### config.mk
export PLATFORM = sky130hd
export DESIGN_NAME = mem_arb_nch_flat
export DESIGN_NICKNAME = d
export VERILOG_FILES = /design/src/rtl/mem_arb_nch_if.sv /design/src/rtl/mem_arb_nch.sv /design/src/flat_wrapper.sv
export SDC_FILE = /design/constraint.sdc
export NUM_CORES = 1
export LEC_CHECK = 0
export ABC_AREA = 1
export CAP_MARGIN = 0
export CORE_MARGIN = 2
export CORE_UTILIZATION = 51
export DETAILED_ROUTE_END_ITERATION = 8
export GPL_TIMING_DRIVEN = 0
export PLACE_DENSITY_LB_ADDON = 0.25
export SKIP_CTS_REPAIR_TIMING = 1
export SYNTH_ARGS = -nofsm -noshare
export SYNTH_HDL_FRONTEND = slang
export SYNTH_SLANG_ARGS = --single-unit
### constraint.sdc
create_clock -name clk -period 3.15 [get_ports clk]
set_input_delay 0.315 -clock clk [delete_from_list [all_inputs] [get_ports clk]]
set_output_delay 0.315 -clock clk [all_outputs]
set_load 0.01 [all_outputs]
### src/rtl/mem_arb_nch_if.sv
// Bundle of per-channel request/response buses and the downstream memory port.
interface mem_arb_nch_if #(
  parameter int unsigned NUM_CH = 2,
  parameter int unsigned ADDR_W = 32,
  parameter int unsigned DATA_W = 32
);
  localparam int unsigned MASK_W = DATA_W / 8;

  logic [NUM_CH*ADDR_W-1:0] ch_addr;
  logic [NUM_CH*MASK_W-1:0] ch_rmask;
  logic [NUM_CH*MASK_W-1:0] ch_wmask;
  logic [NUM_CH*DATA_W-1:0] ch_wdata;
  logic [NUM_CH*DATA_W-1:0] ch_rdata;
  logic [NUM_CH-1:0]        ch_resp;
  logic [ADDR_W-1:0]        mem_addr;
  logic [MASK_W-1:0]        mem_rmask;
  logic [MASK_W-1:0]        mem_wmask;
  logic [DATA_W-1:0]        mem_wdata;
  logic [DATA_W-1:0]        mem_rdata;
  logic                     mem_resp;

  // Arbiter side.
  modport slave (
    input  ch_addr, ch_rmask, ch_wmask, ch_wdata, mem_rdata, mem_resp,
    output ch_rdata, ch_resp, mem_addr, mem_rmask, mem_wmask, mem_wdata
  );

  // Client and memory-model side.
  modport master (
    output ch_addr, ch_rmask, ch_wmask, ch_wdata, mem_rdata, mem_resp,
    input  ch_rdata, ch_resp, mem_addr, mem_rmask, mem_wmask, mem_wdata
  );
endinterface

### src/rtl/mem_arb_nch.sv
// N-channel round-robin arbiter onto a single mask/resp memory port, with one-entry
// request buffers per channel and a sticky first-error monitor.
module mem_arb_nch #(
  parameter int unsigned NUM_CH = 2,
  parameter int unsigned ADDR_W = 32,
  parameter int unsigned DATA_W = 32
) (
  input  logic                   clk,
  input  logic                   rst,
  mem_arb_nch_if.slave           bus,
  output logic                   error,
  output logic [$clog2(NUM_CH):0] error_ch
);
  localparam int unsigned MASK_W = DATA_W / 8;
  localparam int unsigned CH_W   = $clog2(NUM_CH);

  typedef enum logic [1:0] {StIdle, StIssue, StWait, StResp} state_e;
  state_e state_q, state_d;

  logic [NUM_CH-1:0]             pend_q, pend_d;
  logic [NUM_CH-1:0][ADDR_W-1:0] paddr_q, paddr_d;
  logic [NUM_CH-1:0][MASK_W-1:0] prmask_q, prmask_d;
  logic [NUM_CH-1:0][MASK_W-1:0] pwmask_q, pwmask_d;
  logic [NUM_CH-1:0][DATA_W-1:0] pwdata_q, pwdata_d;

  logic [CH_W-1:0] rr_q, rr_d, owner_q, owner_d, gnt_idx;
  logic            gnt_found;

  logic [ADDR_W-1:0]             mem_addr_q, mem_addr_d;
  logic [MASK_W-1:0]             mem_rmask_q, mem_rmask_d, mem_wmask_q, mem_wmask_d;
  logic [DATA_W-1:0]             mem_wdata_q, mem_wdata_d;
  logic [NUM_CH-1:0][DATA_W-1:0] ch_rdata_q, ch_rdata_d;
  logic [NUM_CH-1:0]             ch_resp_q, ch_resp_d;
  logic                          error_q, error_d;
  logic [CH_W:0]                 error_ch_q, error_ch_d;

  logic [NUM_CH-1:0] req_rd, req_wr, ch_free, req_err;
  logic              mem_err;

  // Decode request pulses; the owner is free again during its RESP cycle.
  always_comb begin
    req_rd  = '0;
    req_wr  = '0;
    ch_free = '0;
    for (int i = 0; i < NUM_CH; i++) begin
      req_rd[i]  = |bus.ch_rmask[i*MASK_W +: MASK_W];
      req_wr[i]  = |bus.ch_wmask[i*MASK_W +: MASK_W];
      ch_free[i] = !pend_q[i] || (state_q == StResp && owner_q == CH_W'(i));
    end
  end

  // Capture legal requests into the per-channel buffers; capture beats the RESP clear.
  always_comb begin
    pend_d   = pend_q;
    paddr_d  = paddr_q;
    prmask_d = prmask_q;
    pwmask_d = pwmask_q;
    pwdata_d = pwdata_q;
    req_err  = '0;
    if (state_q == StResp) pend_d[owner_q] = 1'b0;
    for (int i = 0; i < NUM_CH; i++) begin
      if (req_rd[i] && req_wr[i]) begin
        req_err[i] = 1'b1;
      end else if ((req_rd[i] || req_wr[i]) && !ch_free[i]) begin
        req_err[i] = 1'b1;
      end else if (req_rd[i] || req_wr[i]) begin
        pend_d[i]   = 1'b1;
        paddr_d[i]  = bus.ch_addr[i*ADDR_W +: ADDR_W];
        prmask_d[i] = bus.ch_rmask[i*MASK_W +: MASK_W];
        pwmask_d[i] = bus.ch_wmask[i*MASK_W +: MASK_W];
        pwdata_d[i] = bus.ch_wdata[i*DATA_W +: DATA_W];
      end
    end
  end

  // Round-robin pick: first pending channel at or after rr.
  always_comb begin
    int unsigned idx;
    idx       = 0;
    gnt_found = 1'b0;
    gnt_idx   = '0;
    for (int unsigned k = 0; k < NUM_CH; k++) begin
      idx = 32'(rr_q) + k;
      if (idx >= NUM_CH) idx = idx - NUM_CH;
      if (pend_q[idx] && !gnt_found) begin
        gnt_found = 1'b1;
        gnt_idx   = CH_W'(idx);
      end
    end
  end

  // FSM next state.
  always_comb begin
    state_d = state_q;
    unique case (state_q)
      StIdle:  if (gnt_found) state_d = StIssue;
      StIssue: state_d = bus.mem_resp ? StResp : StWait;
      StWait:  if (bus.mem_resp) state_d = StResp;
      StResp:  state_d = StIdle;
      default: state_d = StIdle;
    endcase
  end

  // FSM outputs: downstream request registers, owner/rr, and channel responses.
  always_comb begin
    owner_d     = owner_q;
    rr_d        = rr_q;
    mem_addr_d  = mem_addr_q;
    mem_wdata_d = mem_wdata_q;
    mem_rmask_d = '0;
    mem_wmask_d = '0;
    ch_rdata_d  = ch_rdata_q;
    ch_resp_d   = '0;
    unique case (state_q)
      StIdle: begin
        if (gnt_found) begin
          owner_d     = gnt_idx;
          rr_d        = (gnt_idx == CH_W'(NUM_CH - 1)) ? '0 : gnt_idx + CH_W'(1);
          mem_addr_d  = paddr_q[gnt_idx];
          mem_rmask_d = prmask_q[gnt_idx];
          mem_wmask_d = pwmask_q[gnt_idx];
          mem_wdata_d = pwdata_q[gnt_idx];
        end
      end
      StIssue, StWait: begin
        if (bus.mem_resp) begin
          ch_rdata_d[owner_q] = bus.mem_rdata;
          ch_resp_d[owner_q]  = 1'b1;
        end
      end
      default: ;
    endcase
  end

  // Sticky first-error capture; channels outrank the downstream port, low index first.
  always_comb begin
    mem_err    = bus.mem_resp && (state_q == StIdle || state_q == StResp);
    error_d    = error_q;
    error_ch_d = error_ch_q;
    if (!error_q) begin
      if (|req_err) begin
        error_d = 1'b1;
        for (int i = int'(NUM_CH) - 1; i >= 0; i--) begin
          if (req_err[i]) error_ch_d = (CH_W+1)'(i);
        end
      end else if (mem_err) begin
        error_d    = 1'b1;
        error_ch_d = (CH_W+1)'(NUM_CH);
      end
    end
  end

  // State and datapath registers.
  always_ff @(posedge clk) begin
    if (rst) begin
      state_q     <= StIdle;
      pend_q      <= '0;
      paddr_q     <= '0;
      prmask_q    <= '0;
      pwmask_q    <= '0;
      pwdata_q    <= '0;
      rr_q        <= '0;
      owner_q     <= '0;
      mem_addr_q  <= '0;
      mem_rmask_q <= '0;
      mem_wmask_q <= '0;
      mem_wdata_q <= '0;
      ch_rdata_q  <= '0;
      ch_resp_q   <= '0;
      error_q     <= 1'b0;
      error_ch_q  <= '0;
    end else begin
      state_q     <= state_d;
      pend_q      <= pend_d;
      paddr_q     <= paddr_d;
      prmask_q    <= prmask_d;
      pwmask_q    <= pwmask_d;
      pwdata_q    <= pwdata_d;
      rr_q        <= rr_d;
      owner_q     <= owner_d;
      mem_addr_q  <= mem_addr_d;
      mem_rmask_q <= mem_rmask_d;
      mem_wmask_q <= mem_wmask_d;
      mem_wdata_q <= mem_wdata_d;
      ch_rdata_q  <= ch_rdata_d;
      ch_resp_q   <= ch_resp_d;
      error_q     <= error_d;
      error_ch_q  <= error_ch_d;
    end
  end

  assign bus.mem_addr  = mem_addr_q;
  assign bus.mem_rmask = mem_rmask_q;
  assign bus.mem_wmask = mem_wmask_q;
  assign bus.mem_wdata = mem_wdata_q;
  assign bus.ch_rdata  = ch_rdata_q;
  assign bus.ch_resp   = ch_resp_q;
  assign error         = error_q;
  assign error_ch      = error_ch_q;
endmodule

### src/flat_wrapper.sv
// flat-port wrapper written by rule: the top's interface ports become plain ports
module mem_arb_nch_flat 
#(
  parameter int unsigned NUM_CH = 2,
  parameter int unsigned ADDR_W = 32,
  parameter int unsigned DATA_W = 32
)
  (clk, rst, error, error_ch, bus_ch_addr, bus_ch_rmask, bus_ch_wmask, bus_ch_wdata, bus_mem_rdata, bus_mem_resp, bus_ch_rdata, bus_ch_resp, bus_mem_addr, bus_mem_rmask, bus_mem_wmask, bus_mem_wdata);
  mem_arb_nch_if #(.NUM_CH(NUM_CH), .ADDR_W(ADDR_W), .DATA_W(DATA_W)) bus_i ();
  input  logic clk;
  input  logic rst;
  output logic error;
  output logic [$clog2(NUM_CH):0] error_ch;
  input wire logic [$bits(bus_i.ch_addr)-1:0] bus_ch_addr;
  input wire logic [$bits(bus_i.ch_rmask)-1:0] bus_ch_rmask;
  input wire logic [$bits(bus_i.ch_wmask)-1:0] bus_ch_wmask;
  input wire logic [$bits(bus_i.ch_wdata)-1:0] bus_ch_wdata;
  input wire logic [$bits(bus_i.mem_rdata)-1:0] bus_mem_rdata;
  input wire logic [$bits(bus_i.mem_resp)-1:0] bus_mem_resp;
  output wire logic [$bits(bus_i.ch_rdata)-1:0] bus_ch_rdata;
  output wire logic [$bits(bus_i.ch_resp)-1:0] bus_ch_resp;
  output wire logic [$bits(bus_i.mem_addr)-1:0] bus_mem_addr;
  output wire logic [$bits(bus_i.mem_rmask)-1:0] bus_mem_rmask;
  output wire logic [$bits(bus_i.mem_wmask)-1:0] bus_mem_wmask;
  output wire logic [$bits(bus_i.mem_wdata)-1:0] bus_mem_wdata;
  assign bus_i.ch_addr = bus_ch_addr;
  assign bus_i.ch_rmask = bus_ch_rmask;
  assign bus_i.ch_wmask = bus_ch_wmask;
  assign bus_i.ch_wdata = bus_ch_wdata;
  assign bus_i.mem_rdata = bus_mem_rdata;
  assign bus_i.mem_resp = bus_mem_resp;
  assign bus_ch_rdata = bus_i.ch_rdata;
  assign bus_ch_resp = bus_i.ch_resp;
  assign bus_mem_addr = bus_i.mem_addr;
  assign bus_mem_rmask = bus_i.mem_rmask;
  assign bus_mem_wmask = bus_i.mem_wmask;
  assign bus_mem_wdata = bus_i.mem_wdata;
  mem_arb_nch #(.NUM_CH(NUM_CH), .ADDR_W(ADDR_W), .DATA_W(DATA_W)) u_core (.clk(clk), .rst(rst), .bus(bus_i), .error(error), .error_ch(error_ch));
endmodule
==> results of run 1 <==
per-stage QoR:
step | power, uW | instance area, sq um | utilization, % | setup slack (ns) | std cells
floorplan | 5106 | 10620 | - | 1.519 | 1376
global placement | 6037 | 14150 | 69.48 | 0.7393 | 1965
detailed placement | 6080 | 14150 | 69.48 | 0.6451 | 1965
CTS | 9500 | 15100 | 74.15 | 0.9997 | 2013
global route | 9852 | 15110 | 74.18 | 0.8426 | 2015
finish | 9480 | 15110 | 74.18 | 1.020 | 2015
per-layer routing:
metal	track usage (%)	up-vias
met2	48.59	412
met4	12.05	0
li1	-	5146
met3	7.362	84
met5	0	-
met1	35.65	4834
cell usage after synthesis:
library cell  instances  share of area [%]
a21oi_1              48                2.3
a31oi_1              65                3.8
buf_2                16               0.75
buf_4                 3               0.21
buf_6                13                1.4
clkbuf_1             54                1.9
clkbuf_2              7               0.33
dfxtp_1             291                 55
ha_1                  5               0.59
inv_1                47                1.7
inv_2                 3               0.11
inv_4                 1              0.059
nand2_1             228                8.1
nand2_2               4               0.24
nand2_4               1               0.11
nand3_1               4               0.19
nand3b_1              1              0.071
nand4_1               1              0.059
nor2_1              366                 13
nor2_2                2               0.12
nor2_4                1               0.11
o21ai_0             197                9.3
o21ai_1              16               0.75
o21bai_1              1              0.071
o22ai_1               1              0.059
state kept, by name (all words and copies together), names as in the netlist:
signal,count
u_core.bus.ch_rdata,64
u_core.paddr_q,64
u_core.pwdata_q,64
u_core.bus.mem_addr,32
u_core.bus.mem_wdata,32
u_core.prmask_q,8
u_core.pwmask_q,8
u_core.bus.mem_rmask,4
u_core.bus.mem_wmask,4
u_core.bus.ch_resp,2
u_core.error_ch,2
u_core.pend_q,2
u_core.state_q,2
u_core.error,1
u_core.owner_q,1
u_core.rr_q,1
cell type report:
cell class / count / share of cell area, %
diodes: 2 / 0.03313
plain buffers: 93 / 3.222
clock buffers: 42 / 5.724
clock inverters: 6 / 0.5715
inverters: 51 / 1.284
multi-input cells: 941 / 27.23
flip-flops and latches: 291 / 38.57
well taps: 270 / 2.236
repair buffers: 319 / 21.14
power breakdown:
group | internal (uW) | switching, uW
combinational | 865 | 937
sequential | 4040 | 192
clock | 2050 | 1400
cell families after synthesis:
kind of cell,Yosys count,synth area share (%)
buffers and inverters,144,6.410
DFF,291,54.86
AOI/OAI and AO/OA,328,16.26
and+or+nand+nor,608,21.88
adders and majority gates,5,0.5891
worst max-delay path: stages, from the launching register on:
cell,delay (ns)
dfxtp_1,0.42
inv_1,0.11
ha_1,0.36
nand2_1,0.06
nor2_1,0.34
inv_1,0.20
clkbuf_1,0.30
nor2_1,0.16
nor2_1,0.07
worst paths after layout:
| path | from | end | slack (ns) | depth (start not counted) |
|---|---|---|---|---|
| max reg2reg | u_core.state_q[0]$_SDFFE_PP0P_ | u_core.bus.ch_rdata[10]$_SDFFE_PP0P_ | 1.02 | 8 |
| max | u_core.state_q[0]$_SDFFE_PP0P_ | u_core.bus.ch_rdata[10]$_SDFFE_PP0P_ | 1.02 | 8 |
| min | bus_ch_wdata[31] | u_core.pwdata_q[31]$_SDFFE_PP0P_ | 0.36 | 3 |
| min reg2reg | u_core.bus.ch_rdata[52]$_SDFFE_PP0P_ | u_core.bus.ch_rdata[52]$_SDFFE_PP0P_ | 0.45 | 2 |
==> out/summary.log, run 1 <==
INFO  global_routing globalRouteTotalUtil=28.98%
INFO  yosys          synthCells=1,376
INFO  die            number_of_i_o_pins=320
INFO  detailed_routing via_count=10,480
INFO  cells_and_area syn_to_final_growth=42.25%
INFO  worst_hold_path hold_path.class=in -> reg
INFO  pwr            pwr_density_cell=627.6nW/um^2
INFO  global_routing grt_pass1_vias=10,190
INFO  place          gpl.final_weighted_congestion=0.8600
INFO  cells_and_area num-fill-cells=1,586
INFO  detailed_routing metal1_wirelength=13,340um
INFO  die            die_area=21,990squm
INFO  timing         timing.setup.tns=0ns
INFO  die            row_count=52
INFO  cells_and_area final-seq-area=5826squm
INFO  timing         report.final.slew_viol_count=0
INFO  cells_and_area final_layout_size_suffix_gt1_share=5.450%
INFO  global_routing antenna_found_initial=2
INFO  critical_path  critPathMaxFanout=10
INFO  detailed_routing met2_wirelength=15,260um
INFO  clock_network  ctsLongestPathBuffers=3
INFO  detailed_routing wl=32,930um
INFO  yosys          postSynthRegisterBits=291
INFO  detailed_routing top_layer_used=met4
INFO  pwr            vdd_ir_drop_max=0.5463mV
INFO  global_routing wire_length_of_the_first_global_routing_pass=51,280um
INFO  die            floorplan.die.height=148.3um
INFO  timing         fin_worst_skew=0.006082ns
INFO  cells_and_area multi_input_comb_area=4113squm
INFO  yosys          synth.avg_cell_area=7.717squm
INFO  critical_path  critPathKind=reg -> reg
INFO  place          io_buffers=319
INFO  clock_network  worst_setup_hold_path_clk_slew=0.07ns
INFO  detailed_routing firstDrtPassIters=8
INFO  global_routing grt_start_max_net_pins=15
INFO  clock_network  worstSkewPairLatency=0.54ns
INFO  yosys          synth.cell_area=10,620squm
INFO  timing         whs=0.3581ns
INFO  place          hpwl=23,440um
INFO  detailed_routing avgViaCountPerCell=5.199
INFO  timing         setup_violations=0
INFO  die            starting_utilization_of_the_core_area=52.14%
INFO  clock_network  htree_num_levels=1
INFO  critical_path  cp-end-kind=flip-flop
INFO  detailed_routing drt.antenna.violating_nets=0
INFO  clock_network  cts_inserted_buffers=29
INFO  pwr            cellLeakagePower=0.005694uW
INFO  job            max-cap-violations=0
INFO  status         outcome=finished, final reports clean
INFO  clock_network  ctsRootBufferMaster=clkbuf_16
INFO  timing         maxClockFrequency=469.6MHz
INFO  cells_and_area final_cell_mix=366 x nor2_1, 319 x clkdlybuf4s50_1, 291 x dfxtp_1
INFO  timing         slew_margin_rel=42.86%
INFO  timing         unrepaired_setup_endpoints_after_global_routing=false
INFO  die            core=20,360squm
INFO  clock_network  clock_tree_from_tritoncts=built
INFO  cells_and_area layout_commonest_cell=nor2_1
INFO  critical_path  crit_arrival=2.56ns
INFO  yosys          yosysWarnings=0
INFO  detailed_routing drt_drc_violations_left=0
INFO  die            chipWidth=148.3um
INFO  yosys          synth.lib_cells_used.distinct=25
INFO  timing         max_slew.worst_pin.slew=0.8571ns
INFO  global_routing global_route.overflow_total=0
INFO  timing         hold_viol_final=0
INFO  critical_path  critPathLaunchType=flip-flop
INFO  timing         finalCriticalPeriod=2.130ns
INFO  clock_network  cts_num_sinks=291
INFO  yosys          seq_area_frac_synth=54.86%
INFO  detailed_routing drt_first_iter_violations=508
INFO  detailed_routing routed_length_per_instance=16.34um
INFO  critical_path  required_time_worst_endpoint=3.58ns
INFO  yosys          syn_nets=1,560
INFO  timing         post-route-period-util=67.61%
INFO  cells_and_area finalNetCount=1,910
INFO  detailed_routing wl_met3=3009um
No activity file was read; power rests on OpenSTA's default activity.
==> run 2: changes to the inputs <==
Settings changed: CORE_UTILIZATION 51 to 47.
Clock period 3.15 ns to 2 ns, I/O delays scaled along.
==> run 2 against run 1 <==
- die area increased by 8.3%
- clock skew grew 0.0046 ns
- register-to-register slack got worse by 0.89 ns
- global-route usage fell by 2.0 points
- critical path depth rose by 2
- final cell count up 1.1%
- cell area rose by 1.1%
- sequential power is 58% higher
- count of clock-buffer cells in the layout down 6
- core utilization is 4.9 points lower
- critical endpoint is now u_core.pwdata_q[2]$_SDFFE_PP0P_
- highest routed layer is now met5
==> out/summary.log, run 2 (synthesis results as in run 1) <==
INFO  cells_and_area final-seq-area=5826squm [unchanged]
INFO  critical_path  cpPeakStageDelay=0.42ns [about the same]
INFO  pwr            p_seq_share=43.7% [-0.9 points]
INFO  clock_network  worst_setup_hold_path_clk_slew=0.07ns [about the same]
INFO  detailed_routing drt_drc_violations_left=0 [unchanged]
INFO  global_routing globalRouteTotalUtil=26.94% [-2.0 points]
INFO  die            starting_utilization_of_the_core_area=48.21% [-3.9 points]
INFO  status         outcome=finished, final reports clean
INFO  pwr            pwr_density_cell=999.7nW/um^2 [+59%]
INFO  timing         fin_worst_skew=0.01067ns [+0.004591 ns]
INFO  die            chipWidth=154.3um [+4.1%]
INFO  clock_network  ctsRootBufferMaster=clkbuf_16
INFO  place          placedCellCount=1,975 [+0.51%]
INFO  detailed_routing firstDrtPassIters=5 [-3]
INFO  cells_and_area final_cell_mix=365 x nor2_1, 319 x clkdlybuf4s50_1, 291 x dfxtp_1
INFO  timing         max_slew.worst_pin.slew=0.8575ns [+0.0003528 ns]
INFO  timing         slew_margin_rel=42.84% [about the same]
INFO  critical_path  critical_path.cell_chain=ha_1 -> inv_1 -> o21ai_1 -> nand2_1 -> nor2_4 -> buf_12 -> buf_4 -> clkbuf_2 -> o21ai_0 -> nor2_1
INFO  pwr            cellLeakagePower=0.005783uW [+1.6%]
INFO  critical_path  timing.critical_path.from=u_core.state_q[0]$_SDFFE_PP0P_
INFO  critical_path  reg_to_reg_end=u_core.pwdata_q[2]$_SDFFE_PP0P_
INFO  critical_path  reg2reg_setup_slack=0.13ns [-0.89 ns]
INFO  clock_network  htree_num_levels=1 [unchanged]
INFO  timing         post-route-period-util=93.51% [+26 points]
INFO  place          io_buffers=319 [unchanged]
INFO  clock_network  worstSkewPairLatency=0.54ns [about the same]
INFO  clock_network  ctsLongestPathBuffers=3 [unchanged]
INFO  timing         setup_violations=0 [unchanged]
INFO  die            core=22,030squm [+8.2%]
INFO  critical_path  worstReg2RegStart=u_core.state_q[0]$_SDFFE_PP0P_
INFO  timing         finalCriticalPeriod=1.870ns [-0.2596 ns]
INFO  pwr            power_frac_clock=37.6% [+1.2 points]
INFO  detailed_routing drt_first_iter_violations=596 [+17%]
INFO  timing         hold_viol_final=0 [unchanged]
INFO  critical_path  crit_path_top_delay_cell=dfxtp_1
INFO  place          hpwl=23,790um [+1.5%]
INFO  place          dp_worst_setup_slack=-0.3757ns [-1.021 ns]
INFO  critical_path  critPathKind=reg -> reg
INFO  job            max-cap-violations=0 [unchanged]
INFO  die            floorplan.die.height=154.3um [+4.1%]
INFO  cells_and_area instances_no_fill=2,038 [+1.1%]
INFO  detailed_routing drt.antenna.violating_nets=0 [unchanged]
INFO  timing         report.final.slew_viol_count=0 [unchanged]
INFO  die            die_area=23,810squm [+8.3%]
INFO  critical_path  ff2ff_path_depth=10 [+2]
INFO  detailed_routing avgViaCountPerCell=5.104 [-1.8%]
INFO  clock_network  cts_inserted_buffers=30 [+3.4%]
INFO  critical_path  crit_arrival=2.34ns [-0.22 ns]
INFO  critical_path  required_time_worst_endpoint=2.47ns [-1.11 ns]
INFO  pwr            netSwitchingFraction=27.51% [+0.81 points]
INFO  global_routing antenna_found_initial=4 [+2]
INFO  global_routing global_route.overflow_total=0 [unchanged]
INFO  clock_network  cts_num_sinks=291 [unchanged]
INFO  clock_network  clock_tree_from_tritoncts=built
INFO  die            number_of_i_o_pins=320 [unchanged]
INFO  critical_path  critPathLaunchType=flip-flop
INFO  global_routing grt_pass1_vias=9,925 [-2.6%]
INFO  cells_and_area final_layout_size_suffix_gt1_share=6.895% [+1.4 points]
INFO  critical_path  cp-end-kind=flip-flop
INFO  critical_path  critPathMaxFanout=10 [unchanged]
INFO  worst_hold_path whs_path_depth=3 [unchanged]
INFO  cells_and_area layout_commonest_cell=nor2_1
INFO  die            row_count=54 [+3.8%]
INFO  timing         maxClockFrequency=534.7MHz [+14%]
INFO  detailed_routing via_count=10,400 [-0.71%]
INFO  pwr            power.combinational.fraction=18.7% [-0.3 points]
INFO  global_routing wire_length_of_the_first_global_routing_pass=51,640um [+0.70%]
INFO  detailed_routing routed_length_per_instance=16.34um [about the same]
INFO  worst_hold_path hp-start=bus_ch_addr[29]
INFO  cells_and_area finalNetCount=1,915 [+0.26%]
INFO  cells_and_area syn_to_final_growth=43.80%
INFO  timing         setup_slack=0.1299ns [-0.8904 ns]
INFO  pwr            power.switching=4199uW [+66%]
INFO  detailed_routing wl=33,300um [+1.1%]
INFO  pwr            vdd_ir_drop_max=0.7689mV [+41%]
INFO  cells_and_area multi_input_comb_area=4120squm [+0.18%]
INFO  global_routing grt_start_max_net_pins=16 [+1]
INFO  cells_and_area num-fill-cells=1,812 [+14%]
INFO  pwr            p_int=11,070uW [+59%]
INFO  worst_hold_path hold_path.class=in -> reg
INFO  worst_hold_path timing.hold.worst_endpoint=u_core.paddr_q[29]$_SDFFE_PP0P_
INFO  place          gpl.final_weighted_congestion=0.8570 [-0.35%]
-- run 2: per-layer routing --
metal	wire length (um)	vias to the layer above	track usage [%]
met5	13	-	0
met4	1140	2	9.480
met3	3176	74	8.630
met2	15360	412	44.52
met1	13610	4747	33.27
li1	-	5167	-
-- run 2: worst max-delay path by stage --
stage,to,slack [ns],cells after the start
CTS,u_core.bus.ch_rdata[6]$_SDFFE_PP0P_,-0.11,8
finish,u_core.pwdata_q[2]$_SDFFE_PP0P_,0.13,10
global placement,u_core.pwdata_q[51]$_SDFFE_PP0P_,-0.34,6
detailed placement,u_core.pwdata_q[55]$_SDFFE_PP0P_,-0.38,6
floorplan,u_core.bus.ch_rdata[54]$_SDFFE_PP0P_,0.37,6
global route,u_core.prmask_q[6]$_SDFFE_PP0P_,-0.03,9
-- run 2: layout make-up --
type	count	share of cell area, %
diodes	3	0.04916
plain buffers	93	3.327
clock buffers	36	5.334
clock inverters	20	1.385
inverters	51	1.286
multi-input cells	941	26.98
flip-flops and latches	291	38.15
well taps	280	2.294
repair buffers	323	21.19
-- run 2: power groups by stage --
| stage | combinational [uW] | clock (uW) | sequential [uW] |
|---|---|---|---|
| 6_report | 2850 | 5750 | 6670 |
| 2_1_floorplan | 1150 | 0 | 6890 |
| 4_1_cts | 2840 | 5800 | 6660 |
| 3_3_place_gp | 2760 | 0 | 6760 |
| 5_1_grt | 3120 | 6020 | 6720 |
| 3_5_place_dp | 2810 | 0 | 6770 |
-- run 2: critical path, delay by kind of cell (launching register included) --
family                   cells  cell delay, ns
buffers and inverters        4            0.53
flip-flops                   1            0.42
AND/OR/NAND/NOR              3            0.39
AO/OA/AOI/OAI                2            0.27
adder cells (fa/ha/maj)      1            0.17
-- run 2: through the flow --
stage	hold slack [ns]	setup TNS (ns)	utilization (%)	power [uW]	area, sq um
after global placement	0.4309	-26.78	64.30	9527	14160
final	0.2358	0	69.33	15260	15270
after global routing	0.2344	-0.04775	69.33	15870	15270
after floorplan	0.3349	0	-	8042	10620
after CTS	0.2183	-6.434	68.96	15300	15190
after detailed placement	0.4362	-33.14	64.30	9585	14160
==> run 3: changes to the inputs <==
Settings changed: CORE_UTILIZATION 47 to 49, CTS_BUF_LIST set to sky130_fd_sc_hd__clkbuf_4 sky130_fd_sc_hd__clkbuf_8.
==> run 3 against run 2 <==
- global-route usage is 1.5 points higher
- critical path depth is 4 lower
- via count is 1.3% higher
- non-clock buffer count is 2 lower
- cell area is 0.16% lower
- critical path type is now in -> reg
==> out/summary.log, run 3 (synthesis results as in run 1) <==
INFO  detailed_routing drt_first_iter_violations=629 [+5.5%]
INFO  critical_path  crit_path_end=u_core.bus.ch_rdata[29]$_SDFFE_PP0P_
INFO  pwr            power=15,040uW [-1.4%]
INFO  pwr            vdd_ir_drop_max=0.8864mV [+15%]
INFO  timing         maxClockFrequency=534.4MHz [about the same]
INFO  critical_path  crit_path_top_delay_cell=clkbuf_1
INFO  critical_path  cpLargestDelayFamily=buffers and inverters
INFO  status         outcome=finished, final reports clean
INFO  critical_path  cp_num_cells=6 [-4]
INFO  timing         report.final.slew_viol_count=0 [unchanged]
INFO  die            row_count=53 [-1.9%]
INFO  die            die_area=22,860squm [-4.0%]
INFO  critical_path  worstPathBufferInverterCount=4 [unchanged]
INFO  place          hpwl=23,890um [+0.40%]
INFO  clock_network  ctsRootBufferMaster=clkbuf_8
INFO  timing         max_slew.worst_pin.slew=0.8902ns [+0.03275 ns]
INFO  global_routing grt_pass1_vias=10,180 [+2.5%]
INFO  critical_path  timing.critical_path.from=rst
INFO  global_routing global_route.overflow_total=0 [unchanged]
INFO  global_routing globalRouteTotalUtil=28.48% [+1.5 points]
INFO  critical_path  reg2reg_setup_slack=0.16ns [+0.03 ns]
INFO  timing         fin_worst_skew=0.01172ns [+0.001051 ns]
INFO  critical_path  ff2ff_path_depth=8 [-2]
INFO  timing         hold_viol_final=0 [unchanged]
INFO  clock_network  htree_num_levels=2 [+1]
INFO  detailed_routing avgViaCountPerCell=5.131 [+0.53%]
INFO  cells_and_area layout_commonest_cell=nor2_1
INFO  timing         timing.setup.tns=0ns [unchanged]
INFO  cells_and_area final_layout_size_suffix_gt1_share=8.324% [+1.4 points]
INFO  clock_network  clock_tree_from_tritoncts=built
INFO  global_routing wire_length_of_the_first_global_routing_pass=51,270um [-0.72%]
INFO  job            max-cap-violations=0 [unchanged]
INFO  clock_network  cts_num_sinks=291 [unchanged]
INFO  critical_path  critPathMaxFanout=10 [unchanged]
INFO  critical_path  critPathLaunchType=primary input
INFO  cells_and_area syn_to_final_growth=43.56%
INFO  critical_path  cp-end-kind=flip-flop
INFO  clock_network  worstSkewPairLatency=0.55ns [about the same]
INFO  clock_network  cts_inserted_buffers=46 [+53%]
INFO  die            chipWidth=151.2um [-2.0%]
INFO  die            floorplan.die.height=151.2um [-2.0%]
INFO  timing         finalCriticalPeriod=1.871ns [+0.001008 ns]
INFO  global_routing grt_start_max_net_pins=12 [-4]
INFO  clock_network  worst_setup_hold_path_clk_slew=0.06ns [about the same]
INFO  detailed_routing wl=33,420um [+0.34%]
INFO  worst_hold_path hold_path.class=in -> reg
INFO  cells_and_area final_cell_mix=365 x nor2_1, 319 x clkdlybuf4s50_1, 290 x dfxtp_1
INFO  detailed_routing drt_drc_violations_left=0 [unchanged]
INFO  detailed_routing routed_length_per_instance=16.27um [-0.44%]
INFO  critical_path  worstReg2RegStart=u_core.state_q[0]$_SDFFE_PP0P_
INFO  pwr            cellLeakagePower=0.005820uW [+0.62%]
INFO  cells_and_area finalNetCount=1,929 [+0.73%]
INFO  detailed_routing via_count=10,540 [+1.3%]
INFO  die            core=21,150squm [-4.0%]
INFO  critical_path  crit_top_cell=clkbuf_1
INFO  place          io_buffers=319 [unchanged]
INFO  detailed_routing drt.antenna.violating_nets=0 [unchanged]
INFO  detailed_routing firstDrtPassIters=5 [unchanged]
INFO  critical_path  crit_arrival=2.35ns [about the same]
INFO  critical_path  required_time_worst_endpoint=2.48ns [about the same]
INFO  die            number_of_i_o_pins=320 [unchanged]
INFO  place          gpl.final_weighted_congestion=0.8350 [-2.6%]
INFO  global_routing antenna_found_initial=2 [-2]
INFO  timing         setup_violations=0 [unchanged]
INFO  critical_path  critical_path.cell_chain=clkdlybuf4s50_1 -> inv_1 -> clkbuf_1 -> clkbuf_1 -> o21ai_0 -> nor2_1
INFO  clock_network  ctsLongestPathBuffers=3 [unchanged]
INFO  timing         post-route-period-util=93.56% [about the same]
INFO  critical_path  reg_to_reg_end=u_core.bus.ch_rdata[29]$_SDFFE_PP0P_
INFO  timing         slew_margin_rel=40.65% [-2.2 points]
INFO  die            starting_utilization_of_the_core_area=50.20% [+2.0 points]
INFO  critical_path  cpPeakStageDelay=0.68ns [+0.26 ns]
INFO  critical_path  critPathKind=in -> reg
INFO  pwr            pwr_density_cell=986.8nW/um^2 [-1.3%]
run 3: how the worst min path moves through the flow:
stage | startpoint | to | cells after the start
global route | bus_ch_addr[29] | u_core.paddr_q[29]$_SDFFE_PP0P_ | 3
global placement | u_core.bus.ch_rdata[56]$_SDFFE_PP0P_ | u_core.bus.ch_rdata[56]$_SDFFE_PP0P_ | 2
detailed placement | u_core.bus.ch_rdata[44]$_SDFFE_PP0P_ | u_core.bus.ch_rdata[44]$_SDFFE_PP0P_ | 2
CTS | bus_ch_addr[30] | u_core.paddr_q[30]$_SDFFE_PP0P_ | 3
floorplan | bus_ch_addr[25] | u_core.paddr_q[25]$_SDFFE_PP0P_ | 2
finish | bus_ch_addr[30] | u_core.paddr_q[30]$_SDFFE_PP0P_ | 3
run 3: final cells by class:
| class | instances | area (sq um) |
|---|---|---|
| clock inverter | 4 | 45.04 |
| antenna | 1 | 2.502 |
| clock buffer | 77 | 984.7 |
| tap | 275 | 344.1 |
| sequential | 291 | 5827 |
| fill | 1644 | 5909 |
| inverter | 51 | 196.4 |
| multi-input combinational | 941 | 4120 |
| buffer | 91 | 501.7 |
| timing repair buffer | 323 | 3223 |
run 3: per-stage QoR:
step | instance area [sq um] | utilization, % | setup slack [ns] | std cells | hold WS (ns)
after detailed placement | 14160 | 66.92 | -0.3918 | 1970 | 0.4355
after global placement | 14160 | 66.92 | -0.2934 | 1970 | 0.4307
final | 15240 | 72.06 | 0.1289 | 2054 | 0.2384
after CTS | 15190 | 71.79 | -0.2402 | 2051 | 0.2071
after global routing | 15240 | 72.06 | -0.007005 | 2054 | 0.2262
after floorplan | 10620 | - | 0.3686 | 1376 | 0.3349
run 3: routing by layer:
metal  part of all wire [%]  wire length (um)  global-route usage [%]
met1                     40             13300                   34.67
met2                     47             15850                   47.49
met3                    9.7              3253                   9.036
met4                    3.0              1002                   10.05
met5                  0.039                13                       0
run 3: where the power goes:
group          internal, uW  switching [uW]  leakage, uW
logic                  1380            1490      0.00290
clock network          3220            2280     0.000548
registers              6360             312      0.00237
total                 11000            4090      0.00582
run 3: worst register-to-register path, cell delays in order (launching register included):
cell and delay, ns:
dfxtp_2 0.38, inv_1 0.09, ha_1 0.35, nand2_1 0.10, nor2_4 0.19, inv_1 0.16
clkbuf_2 0.24, nor2_1 0.16, nor2_1 0.07
